--- src/rtl/i2c_accel_sequencer.sv ---
// Command sequencer in front of i2c_master: configures an ADXL345-class accelerometer once,
// then periodically burst-reads DATAX0..DATAZ1 and publishes signed X/Y/Z samples.
module i2c_accel_sequencer #(
  parameter int unsigned GC_SYSTEM_CLK    = 50000000,
  parameter int unsigned GC_I2C_CLK       = 200000,
  parameter logic [6:0]  GC_DEV_ADDR      = 7'h53,
  parameter logic [7:0]  GC_DATA_FORMAT   = 8'h0B,
  parameter int unsigned GC_SAMPLE_PERIOD = 500000,
  parameter int unsigned GC_IDLE_GAP      = 2 * GC_SYSTEM_CLK / GC_I2C_CLK
) (
  input  logic               clk,
  input  logic               arst_n,
  output logic               m_valid,
  output logic [6:0]         m_addr,
  output logic               m_rnw,
  output logic [7:0]         m_data_wr,
  input  logic               m_busy,
  input  logic [7:0]         m_data_rd,
  input  logic               m_ack_error,
  output logic signed [15:0] accel_x,
  output logic signed [15:0] accel_y,
  output logic signed [15:0] accel_z,
  output logic               sample_valid,
  output logic               init_done,
  output logic [7:0]         err_cnt
);

  localparam int unsigned PerW = $clog2(GC_SAMPLE_PERIOD);
  localparam int unsigned GapW = $clog2(GC_IDLE_GAP + 1);
  localparam logic [PerW-1:0] PerLast = PerW'(GC_SAMPLE_PERIOD - 1);
  localparam logic [GapW-1:0] GapFull = GapW'(GC_IDLE_GAP);

  typedef enum logic [2:0] {
    StCfgPwr, StCfgFmt, StWait, StBurst, StPublish, StErr
  } state_e;

  state_e          state_q, state_d;
  logic            busy_q, active_q, active_d, valid_q, valid_d, rnw_q, rnw_d;
  logic [7:0]      data_wr_q, data_wr_d;
  logic [2:0]      cmd_idx_q, cmd_idx_d;
  logic            cap_q, cap_d;
  logic [GapW-1:0] gap_q, gap_d;
  logic [PerW-1:0] per_q, per_d;
  logic [7:0]      rd_q [6];
  logic [7:0]      rd_d [6];
  logic [15:0]     x_q, x_d, y_q, y_d, z_q, z_d;
  logic            sv_q, sv_d, init_q, init_d;
  logic [7:0]      err_q, err_d;

  logic       rise, fall, gap_ok, can_start, txn_done, start;
  logic [7:0] wr_reg, wr_val;
  logic [2:0] last_idx;

  assign rise      = m_busy & ~busy_q;
  assign fall      = ~m_busy & busy_q;
  assign gap_ok    = (gap_q == GapFull);
  assign can_start = ~m_busy & gap_ok & ~active_q;
  assign txn_done  = active_q & ~valid_q & gap_ok;
  assign last_idx  = (state_q == StBurst) ? 3'd7 : 3'd2;

  always_comb begin
    wr_reg = 8'h32;
    wr_val = 8'h00;
    case (state_q)
      StCfgPwr: begin wr_reg = 8'h2D; wr_val = 8'h08;           end
      StCfgFmt: begin wr_reg = 8'h31; wr_val = GC_DATA_FORMAT; end
      default:  ;
    endcase
  end

  always_comb begin
    state_d   = state_q;
    active_d  = active_q;
    valid_d   = valid_q;
    rnw_d     = rnw_q;
    data_wr_d = data_wr_q;
    cmd_idx_d = cmd_idx_q;
    cap_d     = cap_q;
    rd_d      = rd_q;
    x_d       = x_q;
    y_d       = y_q;
    z_d       = z_q;
    sv_d      = 1'b0;
    init_d    = init_q;
    err_d     = err_q;
    start     = 1'b0;
    // End-of-transaction gap: idle cycles with nothing presented and the master not busy.
    gap_d     = (m_busy || valid_q) ? '0 : (gap_ok ? gap_q : gap_q + 1'b1);
    per_d     = (per_q == PerLast) ? '0 : per_q + 1'b1;

    case (state_q)
      StCfgPwr, StCfgFmt, StBurst: start = can_start;
      StWait: begin
        if (per_q == PerLast) begin
          state_d = StBurst;
          start   = can_start;
        end
      end
      StPublish: begin
        x_d     = {rd_q[1], rd_q[0]};
        y_d     = {rd_q[3], rd_q[2]};
        z_d     = {rd_q[5], rd_q[4]};
        sv_d    = 1'b1;
        state_d = StWait;
      end
      StErr: begin
        if (per_q == PerLast) state_d = init_q ? StBurst : StCfgPwr;
      end
      default: state_d = StCfgPwr;
    endcase

    if (start) begin
      active_d  = 1'b1;
      valid_d   = 1'b1;
      rnw_d     = 1'b0;
      data_wr_d = wr_reg;
      cmd_idx_d = 3'd0;
      cap_d     = 1'b0;
      if (state_q != StCfgPwr && state_q != StCfgFmt) per_d = '0;
    end else if (active_q) begin
      if (rise) begin
        // Master latched the presented command; present the next one or withdraw.
        cmd_idx_d = cmd_idx_q + 3'd1;
        cap_d     = 1'b1;
        if (cmd_idx_q + 3'd1 == last_idx) begin
          valid_d = 1'b0;
        end else if (cmd_idx_q == 3'd0) begin
          if (state_q == StBurst) rnw_d = 1'b1;
          else                    data_wr_d = wr_val;
        end
      end else if (fall && cap_q) begin
        cap_d = 1'b0;
        if (state_q == StBurst && cmd_idx_q >= 3'd2) rd_d[cmd_idx_q - 3'd2] = m_data_rd;
      end
    end

    if (txn_done) begin
      active_d = 1'b0;
      if (m_ack_error) begin
        state_d = StErr;
        per_d   = '0;
        err_d   = (err_q == 8'hFF) ? err_q : err_q + 8'd1;
      end else begin
        case (state_q)
          StCfgPwr: state_d = StCfgFmt;
          StCfgFmt: begin state_d = StWait; init_d = 1'b1; end
          StBurst:  state_d = StPublish;
          default:  ;
        endcase
      end
    end
  end

  always_ff @(posedge clk) begin
    if (!arst_n) begin
      state_q   <= StCfgPwr;
      busy_q    <= 1'b0;
      active_q  <= 1'b0;
      valid_q   <= 1'b0;
      rnw_q     <= 1'b0;
      data_wr_q <= 8'h00;
      cmd_idx_q <= 3'd0;
      cap_q     <= 1'b0;
      gap_q     <= GapFull;
      per_q     <= '0;
      for (int i = 0; i < 6; i++) rd_q[i] <= 8'h00;
      x_q       <= 16'h0000;
      y_q       <= 16'h0000;
      z_q       <= 16'h0000;
      sv_q      <= 1'b0;
      init_q    <= 1'b0;
      err_q     <= 8'h00;
    end else begin
      state_q   <= state_d;
      busy_q    <= m_busy;
      active_q  <= active_d;
      valid_q   <= valid_d;
      rnw_q     <= rnw_d;
      data_wr_q <= data_wr_d;
      cmd_idx_q <= cmd_idx_d;
      cap_q     <= cap_d;
      gap_q     <= gap_d;
      per_q     <= per_d;
      rd_q      <= rd_d;
      x_q       <= x_d;
      y_q       <= y_d;
      z_q       <= z_d;
      sv_q      <= sv_d;
      init_q    <= init_d;
      err_q     <= err_d;
    end
  end

  assign m_valid      = valid_q;
  assign m_addr       = GC_DEV_ADDR;
  assign m_rnw        = rnw_q;
  assign m_data_wr    = data_wr_q;
  assign accel_x      = x_q;
  assign accel_y      = y_q;
  assign accel_z      = z_q;
  assign sample_valid = sv_q;
  assign init_done    = init_q;
  assign err_cnt      = err_q;

endmodule

--- config.mk ---
export PLATFORM = sky130hd
export DESIGN_NAME = i2c_accel_sequencer
export DESIGN_NICKNAME = d
export VERILOG_FILES = /design/src/rtl/i2c_accel_sequencer.sv
export SDC_FILE = /design/constraint.sdc
export NUM_CORES = 1
export LEC_CHECK = 0
export CAP_MARGIN = 0
export CORE_AREA = 2 2 113 115
export CTS_BUF_LIST = sky130_fd_sc_hd__clkbuf_4 sky130_fd_sc_hd__clkbuf_8
export CTS_CLUSTER_DIAMETER = 150
export CTS_CLUSTER_SIZE = 24
export DETAILED_ROUTE_END_ITERATION = 8
export DIE_AREA = 0 0 115 117
export PLACE_DENSITY = 0.88
export RECOVER_POWER = 25
export SLEW_MARGIN = 20
export SYNTH_ARGS = -nofsm -noshare
export SYNTH_HDL_FRONTEND = slang
export SYNTH_SLANG_ARGS = --single-unit
--- constraint.sdc ---
create_clock -name clk -period 1.8 [get_ports clk]
set_input_delay 0.18 -clock clk [delete_from_list [all_inputs] [get_ports clk]]
set_output_delay 0.18 -clock clk [all_outputs]
set_load 0.05 [all_outputs]
## Yosys cells after proc, flatten, opt, wreduce, memory -nomap -nowiden

Index checks and enable logic that the tools add are counted.
W data, S select, Z words.

| word-level totals | value |
|---|---|
| register bits after elaboration | 153 |
| input bits | 12 |
| output and inout bits | 75 |

| cells by class | value |
|---|---|
| add/subtract/negate cells | 5 |
| $lt $le $gt $ge | 3 |
| equal/unequal tests | 13 |
| multiplexer cells | 35 |
| bitwise gates (word level) | 17 |
| reductions and logical operators | 25 |

Operator list:

| operator | count |
|---|---|
| $mux W19 | 5 |
| $mux W8 | 7 |
| $bwmux W48 | 1 |
| $demux W8 S3 | 1 |
| $add A19 B1 Y19 const B | 1 |
| $eq A19 B19 Y1 const B | 1 |
| $mux W9 | 2 |
| $mux W3 | 5 |
| $reduce_and A5 Y1 | 3 |
| $pmux W3 S4 | 1 |
| $not A1 Y1 | 10 |
| $pmux W5 S2 | 1 |
| $reduce_bool A2 Y1 | 5 |
| $add A9 B1 Y9 const B | 1 |
| $eq A9 B9 Y1 const B | 1 |
| $pmux W3 S3 | 1 |
| $reduce_and A3 Y1 | 3 |
| $add A8 B1 Y8 const B | 1 |
| $eq A8 B8 Y1 const B | 1 |
| $mux W1 | 8 |
| $pmux W4 S2 | 1 |
| $and A1 B1 Y1 | 6 |
| $eq A3 B2 Y1 const B | 2 |
| $eq A3 B3 Y1 const B | 2 |
| 20 further kinds | 28 |

## Logic depth before layout (Yosys ltp)

Gate-level depths: netlist of the first run.

| depth | value |
|---|---|
| depth after elaboration | 8 |
| gate-level depth with buffers | 10 |

## Worst setup path after synthesis of the first run

Ideal clock, no wire load.

| timing path | value |
|---|---|
| path type | register to register |
| start | register cmd_idx_q[0] |
| end | register data_wr_q[1] (netlist: m_data_wr[1]) |
| setup time | 95 ps |
| arrival time | 1843 ps |
| required time | 1705 ps |
| path slack | -138 ps |
| cell stages (with the launch flop) | 9 |
| buffers on the path | 1 |
| clock period less this slack | 1938 ps |
| cells stage by stage | dfxtp_1 -> clkbuf_1 -> inv_1 -> ha_1 -> nand3b_1 -> nand4_1 -> nor2_1 -> a21oi_1 -> a221oi_1 |

| on the way | value |
|---|---|
| cells in the longest elaborated chain, start to end | 4 |
| elaborated cells on any way between the ends | 6 |
| classes of those cells | 1 x add/sub; 2 x eq/ne; 3 x reduce/logical |

RTL lines:

| element | RTL line | source |
|---|---|---|
| from (decl) | 40 | `logic [2:0] cmd_idx_q, cmd_idx_d;` |
| from (signal assigned) | 180 | `cmd_idx_q <= cmd_idx_d;` |
| $add A3 B1 Y3 | 125 | `if (cmd_idx_q + 3'd1 == last_idx) begin` |
| $eq A3 B3 Y1 | 125 |  |
| $ne A2 B2 Y1 (no source line) | n/a |  |
| $reduce_and A5 Y1 (no source line) (*) | n/a |  |
| to (signal assigned) | 179 | `data_wr_q <= data_wr_d;` |
| to (decl) | 39 | `logic [7:0] data_wr_q, data_wr_d;` |

Mark *: on every way between the ends. The rest lies on a longest branch, timed or not.
A chain may end at the register's enable or synchronous reset.

## Worst setup path after layout of the first run

| timing path | value |
|---|---|
| start | register gap_q[0] |
| end | register per_q[2] |

| on the way | value |
|---|---|
| cells in the longest elaborated chain, start to end | 8 |
| elaborated cells on any way between the ends | 9 |
| classes of those cells | 1 x eq/ne; 5 x mux; 3 x bitwise |

RTL lines:

| element | RTL line | source |
|---|---|---|
| from (decl) | 42 | `logic [GapW-1:0] gap_q, gap_d;` |
| from (signal assigned) | 164 | `gap_q <= GapFull;` |
| from (signal assigned) | 182 | `gap_q <= gap_d;` |
| $eq A9 B9 Y1 (*) | 56 | `assign gap_ok = (gap_q == GapFull);` |
| $and A1 B1 Y1 (2 in series) | 57 | `assign can_start = ~m_busy & gap_ok & ~active_q;` |
| $mux W1 | 94 | `if (per_q == PerLast) begin` |
| $pmux W1 S2 | 91 | `case (state_q)` |
| $mux W19 | 112 | `if (start) begin` |
| $mux W19 | 139 | `if (m_ack_error) begin` |
| $mux W19 (*) | 137 | `if (txn_done) begin` |
| to (signal assigned) | 183 | `per_q <= per_d;` |
| to (decl) | 43 | `logic [PerW-1:0] per_q, per_d;` |

Marks and branches as above.

==> results.md, run 1 <==
* Maximum clock insertion buffer count at 2
* Top cell type's share of synthesized area at 49.68%
* Worst vdd ir at 630.1 uV
* Worst skew pair latency at approximately 0.46 ns
* Synth Cell Area at around 0.006 sq mm
* WL/cell at around 16 um
* Initial antenna violation count at 0
* Synthesized area per cell at 8.831 sq um
* Die H at about 120 um
* Largest net degree at the start of global routing at around 110
* Post-synth top area cell: dfxtp_1
* Detail Placement HPWL at just over 9000 um
* Register bit total from synthesis at 151
* FF-to-FF Start: gap_q[0]$_SDFFE_PP0N_
* Hold Path Class: in -> reg
* WP data arrival at approximately 2.2 ns
* Pwr/cell area at between 800 and 900 mW/mm^2
* CP Max Fanout at 10
* Routed Antenna Nets at 0
* Worst Setup EP: per_q[2]$_SDFF_PN0_
* Drt pass-1 iters at 5
* Reg2reg end: per_q[2]$_SDFF_PN0_
* Slew @ Worst Pin at about 0.53 ns
* Crit share post-route at slightly below 100%
* Most common flop cell mapped by yosys: dfxtp_1
* Yosys cell types at between 50 and 60
* WP data required at 2.19 ns
* Status: finished, final reports clean
* Worst setup path class: reg -> reg
* Htree depth at 4
* Iteration-0 DRC Markers at between 400 and 500
* TritonCTS clock tree: built
* Startpoint types: register
* Synth-to-layout area growth at 27.90%
* Layout cells sized above 1 at approximately 14%
* Peak Freq at 560.1 MHz
* Total grt overflow at 0
* Fin crit period at ~1.8 ns
* Sequential element share of the synthesized area at 49.68%
* CTS clk-pin slew, worst paths at 0.09 ns
* Fin nets at between 800 and 900
* Final hold vios at 0
* FP Rows at just over 40
* Total power at 6389 uW
* First-pass GRT wire length at 22590 um
* Drt drc at 0
* DP Area at between 0.007 and 0.008 sq mm
* Top cells by area, synth: dfxtp_1, mux2i_1, nand2_1
* Critical Path End Type: register
* FF-to-FF path depth at 8
* Core ar. at 0.01231 sq mm
* Maxcap violations at 0
* TritonCTS Buffers at 17
* CP startpoint: gap_q[0]$_SDFFE_PP0N_
* Post-Syn Instances at 689
* Worst Skew at 0.01589 ns
* Initial core utilization at approximately half
* Antenna diode count at 0
* EDFF count, synth at 0
* Vias per std cell at 5.447
* Synth async-reset ratio at 0%
* Fin. max-slew vios at 0
* Die X-Extent at between 100 and 150 um
* Post-route cell area at a little under 0.008 sq mm
* Most numerous cell in the Yosys netlist: dfxtp_1
* Final WL at approximately 15000 um
* Relative slew slack at approximately two thirds
* Root buffer cell: clkbuf_8
* IO buf count at between 70 and 80
* R2R Setup Slk at between 0.01 and 0.015 ns
* Vias in the first global route at roughly 4800
* Synth cell count leaders: dfxtp_1, nand2_1, nor2_1
* GRT Total Usage at 21.26%
* Routability cong. at approximately 0.84
* Final setup vio count at 0
* Top-Level Pins at 87
* CTS Hold Bufs at 0
* P_leak at 0.003620 uW
* Synth warnings at 0
* RSZ-0062 raised after global routing: true
* Vias at 5158
* CTS Sinks at roughly 150
* Die area at approximately 0.013 sq mm
==> cell type report <==
cell class | instances | area, sq um
Tap cell | 150 | 187.7
Sequential cell | 151 | 3028
Timing Repair Buffer | 119 | 1226
Fill cell | 918 | 4529
Clock inverter | 14 | 175.2
Clock buffer | 18 | 247.7
Inverter | 9 | 33.78
Multi-Input combinational cell | 486 | 2884
==> registers in the layout, summed over array words and instances, names as in the netlist <==
name	cells
rd_q	48
per_q	19
accel_x	16
accel_y	16
accel_z	16
gap_q	9
err_cnt	8
m_data_wr	6
cmd_idx_q	3
state_q	3
active_q	1
busy_q	1
cap_q	1
init_done	1
m_rnw	1
m_valid	1
sample_valid	1
==> worst min path at each step <==
stage / from / to / slack, ns / cells past startpoint
floorplan: m_busy / busy_q$_SDFF_PN0_ / 0.30 / 1
global placement: rd_q[23]$_SDFFE_PN0P_ / accel_y[15]$_SDFFE_PN0P_ / 0.44 / 2
detailed placement: rd_q[10]$_SDFFE_PN0P_ / accel_z[2]$_SDFFE_PN0P_ / 0.44 / 2
CTS: m_busy / busy_q$_SDFF_PN0_ / 0.41 / 2
global route: rd_q[26]$_SDFFE_PN0P_ / accel_y[2]$_SDFFE_PN0P_ / 0.47 / 2
finish: m_busy / busy_q$_SDFF_PN0_ / 0.44 / 2
==> metal layers <==
metal	global-route usage (%)	vias up	routed length, um
li1	-	2500	-
met1	23.50	2438	5968
met2	39.18	190	7636
met3	5.664	30	889
met4	7.952	0	248
met5	0	-	0
==> critical path, cell delays in order (launching register included) <==
cell	delay, ns
dfxtp_2	0.34
inv_2	0.04
ha_2	0.17
and4b_2	0.28
nand4_4	0.13
nand2_2	0.07
or3_4	0.43
buf_12	0.16
nor2_1	0.11
==> cell families after synthesis <==
family                   count (synthesis)  share of synthesized area, %
AND/OR/NAND/NOR                        301                         23.15
flip-flops                             151                         49.68
AO/OA/AOI/OAI                           90                         8.246
buffers and inverters                   59                         5.038
multiplexers                            49                         8.061
XOR/XNOR                                31                         4.462
adder cells (fa/ha/maj)                  6                         1.234
other                                    2                        0.1234
==> per-stage QoR <==
step / util [%] / setup TNS, ns / setup slack, ns / instances / hold WS, ns
global route: 63.21 / -0.3276 / -0.03430 / 947 / 0.4656
floorplan: - / 0 / 0.01241 / 696 / 0.3017
detailed placement: 58.28 / -5.767 / -0.1991 / 912 / 0.4428
CTS: 61.52 / 0 / 0.00007283 / 944 / 0.4133
finish: 63.21 / 0 / 0.01447 / 947 / 0.4402
global placement: 58.28 / -3.409 / -0.1233 / 912 / 0.4382
==> where the power goes <==
group,leakage (uW),internal (uW),switching [uW]
registers,0.00122,3360,18.3
clock network,0.000217,1330,1400
logic,0.00218,89.0,183
total,0.00362,4780,1610
==> cell usage in the layout, fill, tap and decap left out, types with 4 or more instances in the layout <==
| cell | count |
|---|---|
| nor3_1 | 5 |
| and3_1 | 7 |
| dfxtp_2 | 4 |
| inv_1 | 7 |
| dlygate4sd2_1 | 30 |
| conb_1 | 9 |
| nor2_4 | 5 |
| inv_8 | 4 |
| nor2_2 | 6 |
| buf_12 | 7 |
| nand2_1 | 115 |
| xor2_1 | 16 |
| ha_1 | 5 |
| o21ai_0 | 13 |
| clkdlybuf4s50_1 | 17 |
| xnor2_1 | 15 |
| nor2b_1 | 4 |
| nand3_1 | 22 |
| nand2b_1 | 4 |
| buf_4 | 34 |
| nand4_1 | 9 |
| mux2i_1 | 48 |
| dlymetal6s2s_1 | 28 |
| dfxtp_1 | 147 |
| nor2_1 | 86 |
| a21oi_1 | 59 |
| and2_1 | 5 |
| and4_1 | 8 |
| inv_6 | 5 |
| clkbuf_8 | 18 |
==> what timing repair did <==
item,4_1_cts,5_1_grt
gates resized for setup,34,57
hold endpoints to repair,0,0
buffers inserted,0,1
pin swaps,2,7
cloned,0,2
setup endpoints to repair,49,73
Note: power is estimated with default switching activity, not from simulation.
==> run 2: changes to the inputs <==
--- a/config.mk
+++ b/config.mk
@@ -6,12 +6,12 @@
 export NUM_CORES = 1
 export LEC_CHECK = 0
 export CAP_MARGIN = 0
-export CORE_AREA = 2 2 113 115
+export CORE_AREA = 3 3 114 116
 export CTS_BUF_LIST = sky130_fd_sc_hd__clkbuf_4 sky130_fd_sc_hd__clkbuf_8
 export CTS_CLUSTER_DIAMETER = 150
 export CTS_CLUSTER_SIZE = 24
 export DETAILED_ROUTE_END_ITERATION = 8
-export DIE_AREA = 0 0 115 117
+export DIE_AREA = 0 0 117 119
 export PLACE_DENSITY = 0.88
 export RECOVER_POWER = 25
 export SLEW_MARGIN = 20
==> run 2 against run 1 <==
  * Non-clock buffer count fell by 3
  * Clock-buffer cell count grew 2
  * Fmax increased by 1.4%
  * Sequential share of layout area is 0.42 points higher
  * Critical path depth down 7
  * First-iteration DRC count shrank 21%
  * Sequential cell count stayed put
  * Via count shrank 2.2%
  * Utilization is 0.81 points higher
  * Combinational power decreased by 6%
  * Power fell by 1.8%
  * Critical endpoint is now accel_x[15]
  * Largest power group unchanged
==> results.md, run 2 (synthesis gave the netlist of run 1 again) <==
* WL/cell at 14.88 um (-4.4%)
* Die X-Extent at 117 um (+1.7%)
* Peak Freq at 568.1 MHz (+1.4%)
* Detail Placement HPWL at 9042 um (-1.8%)
* Worst setup path class: reg -> out
* Relative slew slack at 64.39% (-0.38 points)
* CP max stage delay at 0.80 ns (+0.37 ns)
* RSZ-0062 raised after global routing: true
* Vias in the first global route at 4732 (-1.7%)
* Seq pwr share at 53.8% (+0.9 points)
* Routed Antenna Nets at 0 (unchanged)
* Most common cell after layout, fill and taps aside: dfxtp_1
* Critical path's slowest cell: clkdlybuf4s50_1
* Total grt overflow at 0 (unchanged)
* P_sw at 1493 uW (-7.0%)
* CTS Sinks at 151 (unchanged)
* Most frequent cells in the layout: dfxtp_1, nand2_1, nor2_1
* FF-to-FF path depth at 6 (-2)
* Drt drc at 0 (unchanged)
* Reg2reg end: state_q[1]$_SDFF_PN0_
* WP data required at 1.62 ns (-0.57 ns)
* Drt pass-1 iters at 4 (-1)
* Worst Setup EP: accel_x[15]
* Final WL at 14010 um (-5.0%)
* Bufs and invs on worst path at 1 (-1)
* Startpoint types: register
* Antenna diode count at 0 (unchanged)
* Core ar. at 0.01201 sq mm (-2.4%)
* Post-placement cell count at 908 (-0.44%)
* Combinational Power Share at 4.1% (-0.2 points)
* Status: finished, final reports clean
* Routability cong. at 0.8398 (-0.34%)
* Final Util at 64.02% (+0.81 points)
* GRT Total Usage at 20.61% (-0.65 points)
* FP Rows at 40 (-2.4%)
* Final setup vio count at 0 (unchanged)
* Number of fill cells at 954 (+3.9%)
* First-pass GRT wire length at 22910 um (+1.4%)
* R2R Setup Slk at 0.07 ns (+0.06 ns)
* Htree depth at 4 (unchanged)
* CP Depth at 1 (-7)
* Pint at 4779 uW (about the same)
* FF-to-FF Start: gap_q[0]$_SDFFE_PP0N_
* Top-Level Pins at 87 (unchanged)
* Fin nets at 799 (-0.37%)
* Switching Share at 23.81% (-1.3 points)
* Hold Path Class: reg -> reg
* Total power at 6273 uW (-1.8%)
* CP startpoint: accel_x[15]$_SDFFE_PN0P_
* Worst skew pair latency at 0.44 ns (-0.02 ns)
* WP data arrival at 1.58 ns (-0.59 ns)
* Largest regs: rd_q x48, per_q x19
* P_leak at 0.003659 uW (+1.1%)
* CP top delay family: buffers and inverters
* Maximum clock insertion buffer count at 2 (unchanged)
* TritonCTS clock tree: built
* CTS Hold Bufs at 0 (unchanged)
* TritonCTS Buffers at 17 (unchanged)
* Crit share post-route at 97.79% (-1.4 points)
* Initial core utilization at 50.66% (+1.2 points)
* IO buf count at 77 (unchanged)
* Non-filler cells, final at 941 (-0.63%)
* Vias at 5045 (-2.2%)
* Hold Slack at 0.4534 ns (+0.01321 ns)
* Die area at 0.01392 sq mm (+3.5%)
* Initial antenna violation count at 0 (unchanged)
* Vias per std cell at 5.361 (-1.6%)
* Final hold vios at 0 (unchanged)
* Iteration-0 DRC Markers at 333 (-21%)
* Setup TNS at 0 ns (unchanged)
* Worst Skew at 0.009810 ns (-0.006084 ns)
* Crit path cell chain: clkdlybuf4s50_1
* Largest net degree at the start of global routing at 111 (unchanged)
* Max reg flops at 48 (unchanged)
* Root buffer cell: clkbuf_8
* Fin crit period at 1.760 ns (-0.02525 ns)
* CTS clk-pin slew, worst paths at 0.09 ns (about the same)
* Slew @ Worst Pin at 0.5362 ns (+0.008716 ns)
* Layout cells sized above 1 at 12.09% (-1.8 points)
* Maxcap violations at 0 (unchanged)
* Fin. max-slew vios at 0 (unchanged)
* Worst vdd ir at 526.2 uV (-16%)
* Clk pwr share at 42.1% (-0.8 points)
* Critical Path End Type: primary output
* CP Max Fanout at 2 (-8)
* Pwr/cell area at 815.7 mW/mm^2 (-0.64%)
* Reg with most FFs: rd_q
* Synth-to-layout area growth at 26.38%
* Die H at 119 um (+1.7%)
[run 2: cell count changes in the layout (fill, tap and decap cells not counted), sizes merged]
cell	change
clkdlybuf4s50	-4
clkinv	+3
inv	-5
dlygate4sd2	+3
clkbuf	+1
dlymetal6s2s	+3
buf	-4
[run 2: cell type report]
class | instances | area (sq um) | share of cell area (%)
Inverter | 9 | 33.78 | 0.4393
Sequential cell | 151 | 3024 | 39.33
Tap cell | 147 | 183.9 | 2.392
Timing Repair Buffer | 116 | 1187 | 15.44
Multi-Input combinational cell | 486 | 2851 | 37.08
Clock buffer | 20 | 269.0 | 3.498
Clock inverter | 12 | 140.1 | 1.822
[run 2: worst min-delay path by stage]
stage,start,to,depth (start not counted)
floorplan,m_busy,busy_q$_SDFF_PN0_,1
global placement,rd_q[17]$_SDFFE_PN0P_,accel_y[9]$_SDFFE_PN0P_,2
detailed placement,rd_q[19]$_SDFFE_PN0P_,accel_y[11]$_SDFFE_PN0P_,2
CTS,rd_q[19]$_SDFFE_PN0P_,accel_y[11]$_SDFFE_PN0P_,2
global route,accel_z[13]$_SDFFE_PN0P_,accel_z[13]$_SDFFE_PN0P_,2
finish,accel_z[9]$_SDFFE_PN0P_,accel_z[9]$_SDFFE_PN0P_,2
[run 2: layer usage]
| metal | up-vias | share of wire, % | GRT usage [%] |
|---|---|---|---|
| met3 | 33 | 4.8 | 4.878 |
| met4 | 0 | 2.7 | 8.244 |
| met2 | 114 | 48 | 32.18 |
| met5 | - | 0 | 0 |
| met1 | 2405 | 44 | 27.33 |
| li1 | 2493 | - | - |
[run 2: power groups by stage]
stage | Clock (uW) | Combinational (uW) | Sequential, uW
after floorplan | 0 | 165 | 3460
final | 2640 | 255 | 3370
after CTS | 2680 | 255 | 3370
after global placement | 0 | 249 | 3450
after global routing | 2820 | 277 | 3380
after detailed placement | 0 | 253 | 3450
[run 2: stage by stage]
stage | setup WS [ns] | instance area (sq um)
after floorplan | 0.01241 | 6113
after global placement | -0.1792 | 7187
after detailed placement | -0.2036 | 7187
after CTS | 0.0002682 | 7565
after global routing | -0.04727 | 7690
final | 0.03972 | 7690
[run 2: timing repair]
item                                   in CTS  in global routing
endpoints found under the hold margin       0                  0
setup buffers                               0                  2
pin swaps                                   1                  6
setup endpoints to repair                  56                 67
resized for setup                          37                 46
==> run 3: changes to the inputs <==
==> constraint.sdc (replaced) <==
create_clock -name clk -period 1.8 [get_ports clk]
set_input_delay 0.36 -clock clk [delete_from_list [all_inputs] [get_ports clk]]
set_output_delay 0.36 -clock clk [all_outputs]
set_load 0.05 [all_outputs]
==> run 3 against run 2 <==
  * Fmax rose by 0.30%
  * Clock-buffer cell count down 1
  * Cell count up 0.64%
  * Clock power is essentially flat
  * Global-route usage fell by 0.65 points
  * Sequential power about the same
  * Clock skew shrank 0.0014 ns
  * Die area unchanged
  * Sequential cell count did not move
  * Critical path type is now reg -> reg
==> results.md, run 3 (synthesis gave the netlist of run 1 again) <==
* Vias per std cell at 5.268 (-1.7%)
* Pint at 4882 uW (+2.1%)
* Max reg flops at 48 (unchanged)
* Vias in the first global route at 4773 (+0.87%)
* Drt drc at 0 (unchanged)
* Initial core utilization at 50.66% (unchanged)
* Met3 GRT Util at 4.217% (-0.66 points)
* Critical Path End Type: register
* CTS Hold Bufs at 0 (unchanged)
* Combinational Power Share at 4.2% (about the same)
* Fin nets at 806 (+0.88%)
* Setup ws final at 0.04503 ns (+0.005316 ns)
* Worst skew pair latency at 0.44 ns (about the same)
* Met2 Usage GRT at 32.57% (+0.39 points)
* RSZ-0062 raised after global routing: true
* FP Rows at 40 (unchanged)
* Status: finished, final reports clean
* Peak Freq at 569.8 MHz (+0.30%)
* Maxcap violations at 0 (unchanged)
* Vias at 4989 (-1.1%)
* GRT Total Usage at 19.96% (-0.65 points)
* Pwr/cell area at 851.6 mW/mm^2 (+4.4%)
* Crit path cell chain: inv_1, ha_1, and4b_2, nand3_4, a21oi_1, or3_4, nor2_2
* Iteration-0 DRC Markers at 259 (-22%)
* Die X-Extent at 117 um (unchanged)
* Maximum clock insertion buffer count at 2 (unchanged)
* CTS Sinks at 151 (unchanged)
* Crit share post-route at 97.50% (-0.30 points)
* Worst Skew at 0.008390 ns (-0.001420 ns)
* Initial antenna violation count at 0 (unchanged)
* Htree depth at 4 (unchanged)
* Fin crit period at 1.755 ns (-0.005316 ns)
* FF/Latch Area at 0.003024 sq mm (unchanged)
* Final WL at 13700 um (-2.2%)
* WP data required at 2.17 ns (+0.55 ns)
* Setup TNS at 0 ns (unchanged)
* Busiest grt layer: met2
* Antenna diode count at 0 (unchanged)
* TritonCTS clock tree: built
* CP max stage delay at 0.50 ns (-0.30 ns)
* Total grt overflow at 0 (unchanged)
* Final hold vios at 0 (unchanged)
* Root buffer cell: clkbuf_8
* Drt pass-1 iters at 5 (+1)
* Hold Slack at 0.4545 ns (+0.001083 ns)
* Largest net degree at the start of global routing at 50 (-55%)
* Detail Placement HPWL at 9194 um (+1.7%)
* WP data arrival at 2.13 ns (+0.55 ns)
* Number of fill cells at 1032 (+8.2%)
* First-pass GRT wire length at 22410 um (-2.2%)
* GRT met1 Usage at 25.70% (-1.6 points)
* P_sw at 1432 uW (-4.1%)
* Fin. max-slew vios at 0 (unchanged)
* CP Max Fanout at 19 (+17)
* Most common cell after layout, fill and taps aside: dfxtp_1
* Final setup vio count at 0 (unchanged)
* Most frequent cells in the layout: dfxtp_1, nand2_1, nor2_1
* Clk pwr share at 42.3% (+0.2 points)
* Worst vdd ir at 442.6 uV (-16%)
* IO buf count at 77 (unchanged)
* Die H at 119 um (unchanged)
* Relative slew slack at 57.92% (-6.5 points)
* Critical path's slowest cell: or3_4
* Slew @ Worst Pin at 0.6339 ns (+0.09769 ns)
* Synth-to-layout area growth at 21.86%
* Startpoint types: register
* Largest regs: rd_q x48, per_q x19
* TritonCTS Buffers at 17 (unchanged)
* P_leak at 0.002953 uW (-19%)
* Seq pwr share at 53.5% (-0.3 points)
* Reg with most FFs: rd_q
* Die area at 0.01392 sq mm (unchanged)
* Routability cong. at 0.8453 (+0.65%)
* WL/cell at 14.47 um (-2.8%)
* DP Worst Slack at -0.3386 ns (-0.1350 ns)
* Routed Antenna Nets at 0 (unchanged)
* Hold Path Class: reg -> reg
* Layout cells sized above 1 at 17.63% (+5.5 points)
* CTS clk-pin slew, worst paths at 0.08 ns (about the same)
* Worst setup path class: reg -> reg
* Core ar. at 0.01201 sq mm (unchanged)
* Switching Share at 22.69% (-1.1 points)
* Multi-input gate area at 0.002861 sq mm (+0.35%)
* Top-Level Pins at 87 (unchanged)
[run 3: cell count changes in the layout (fill, tap and decap cells not counted), sizes merged, moves of 2 or more]
cell / previous run / this run
clkbuf: 20 / 66
dlygate4sd2: 33 / 0
dlymetal6s2s: 31 / 0
buf: 39 / 65
inv: 13 / 10
clkdlybuf4s50: 13 / 11
clkinvlp: 0 / 2
[run 3: timing repair]
item                       in CTS  in global routing
pin swaps                       1                  5
setup endpoints to repair      23                 37
hold endpoints to repair        0                  0
setup buffers                   0                  1
resized for setup               5                 16
[run 3: routing by layer]
layer / part of all wire [%] / vias to the layer above
li1: - / 2497
met1: 47 / 2365
met5: 0 / -
met4: 1.9 / 0
met3: 3.4 / 22
met2: 48 / 105
[run 3: final timing paths]
kind / from / slack, ns / cells past startpoint / end
setup reg to reg: gap_q[0]$_SDFFE_PP0N_ / 0.05 / 7 / per_q[6]$_SDFF_PN0_
setup / recovery: gap_q[0]$_SDFFE_PP0N_ / 0.05 / 7 / per_q[6]$_SDFF_PN0_
hold reg to reg: rd_q[17]$_SDFFE_PN0P_ / 0.45 / 2 / accel_y[9]$_SDFFE_PN0P_
hold / removal: rd_q[17]$_SDFFE_PN0P_ / 0.45 / 2 / accel_y[9]$_SDFFE_PN0P_
[run 3: layout make-up]
class / instances / share of cell area, %
Sequential cell: 151 / 40.79
Multi-Input combinational cell: 486 / 38.59
Timing Repair Buffer: 123 / 12.12
Clock buffer: 19 / 3.527
Tap cell: 147 / 2.481
Clock inverter: 12 / 2.042
Inverter: 9 / 0.4556
[run 3: critical path: cells and delay by family (launching register included)]
kind / cells / cell delay, ns
and+or+nand+nor: 4 / 1.06
AOI/OAI and AO/OA: 1 / 0.05
buffers and inverters: 1 / 0.05
adders and majority gates: 1 / 0.19
DFF: 1 / 0.34
[run 3: power by group through the flow]
stage	clock [uW]	sequential (uW)	combinational (uW)
after global placement	0	3450	262
after floorplan	0	3460	165
after global routing	2880	3380	286
after CTS	2720	3380	268
final	2670	3380	266
after detailed placement	0	3450	264
[run 3: metrics by stage]
step / area, sq um / power, uW / util (%) / std cells
3_3_place_gp: 7094 / 3715 / 59.06 / 916
3_5_place_dp: 7094 / 3718 / 59.06 / 916
4_1_cts: 7523 / 6362 / 62.64 / 947
2_1_floorplan: 6113 / 3626 / - / 696
6_report: 7415 / 6314 / 61.73 / 947
5_1_grt: 7415 / 6543 / 61.73 / 947
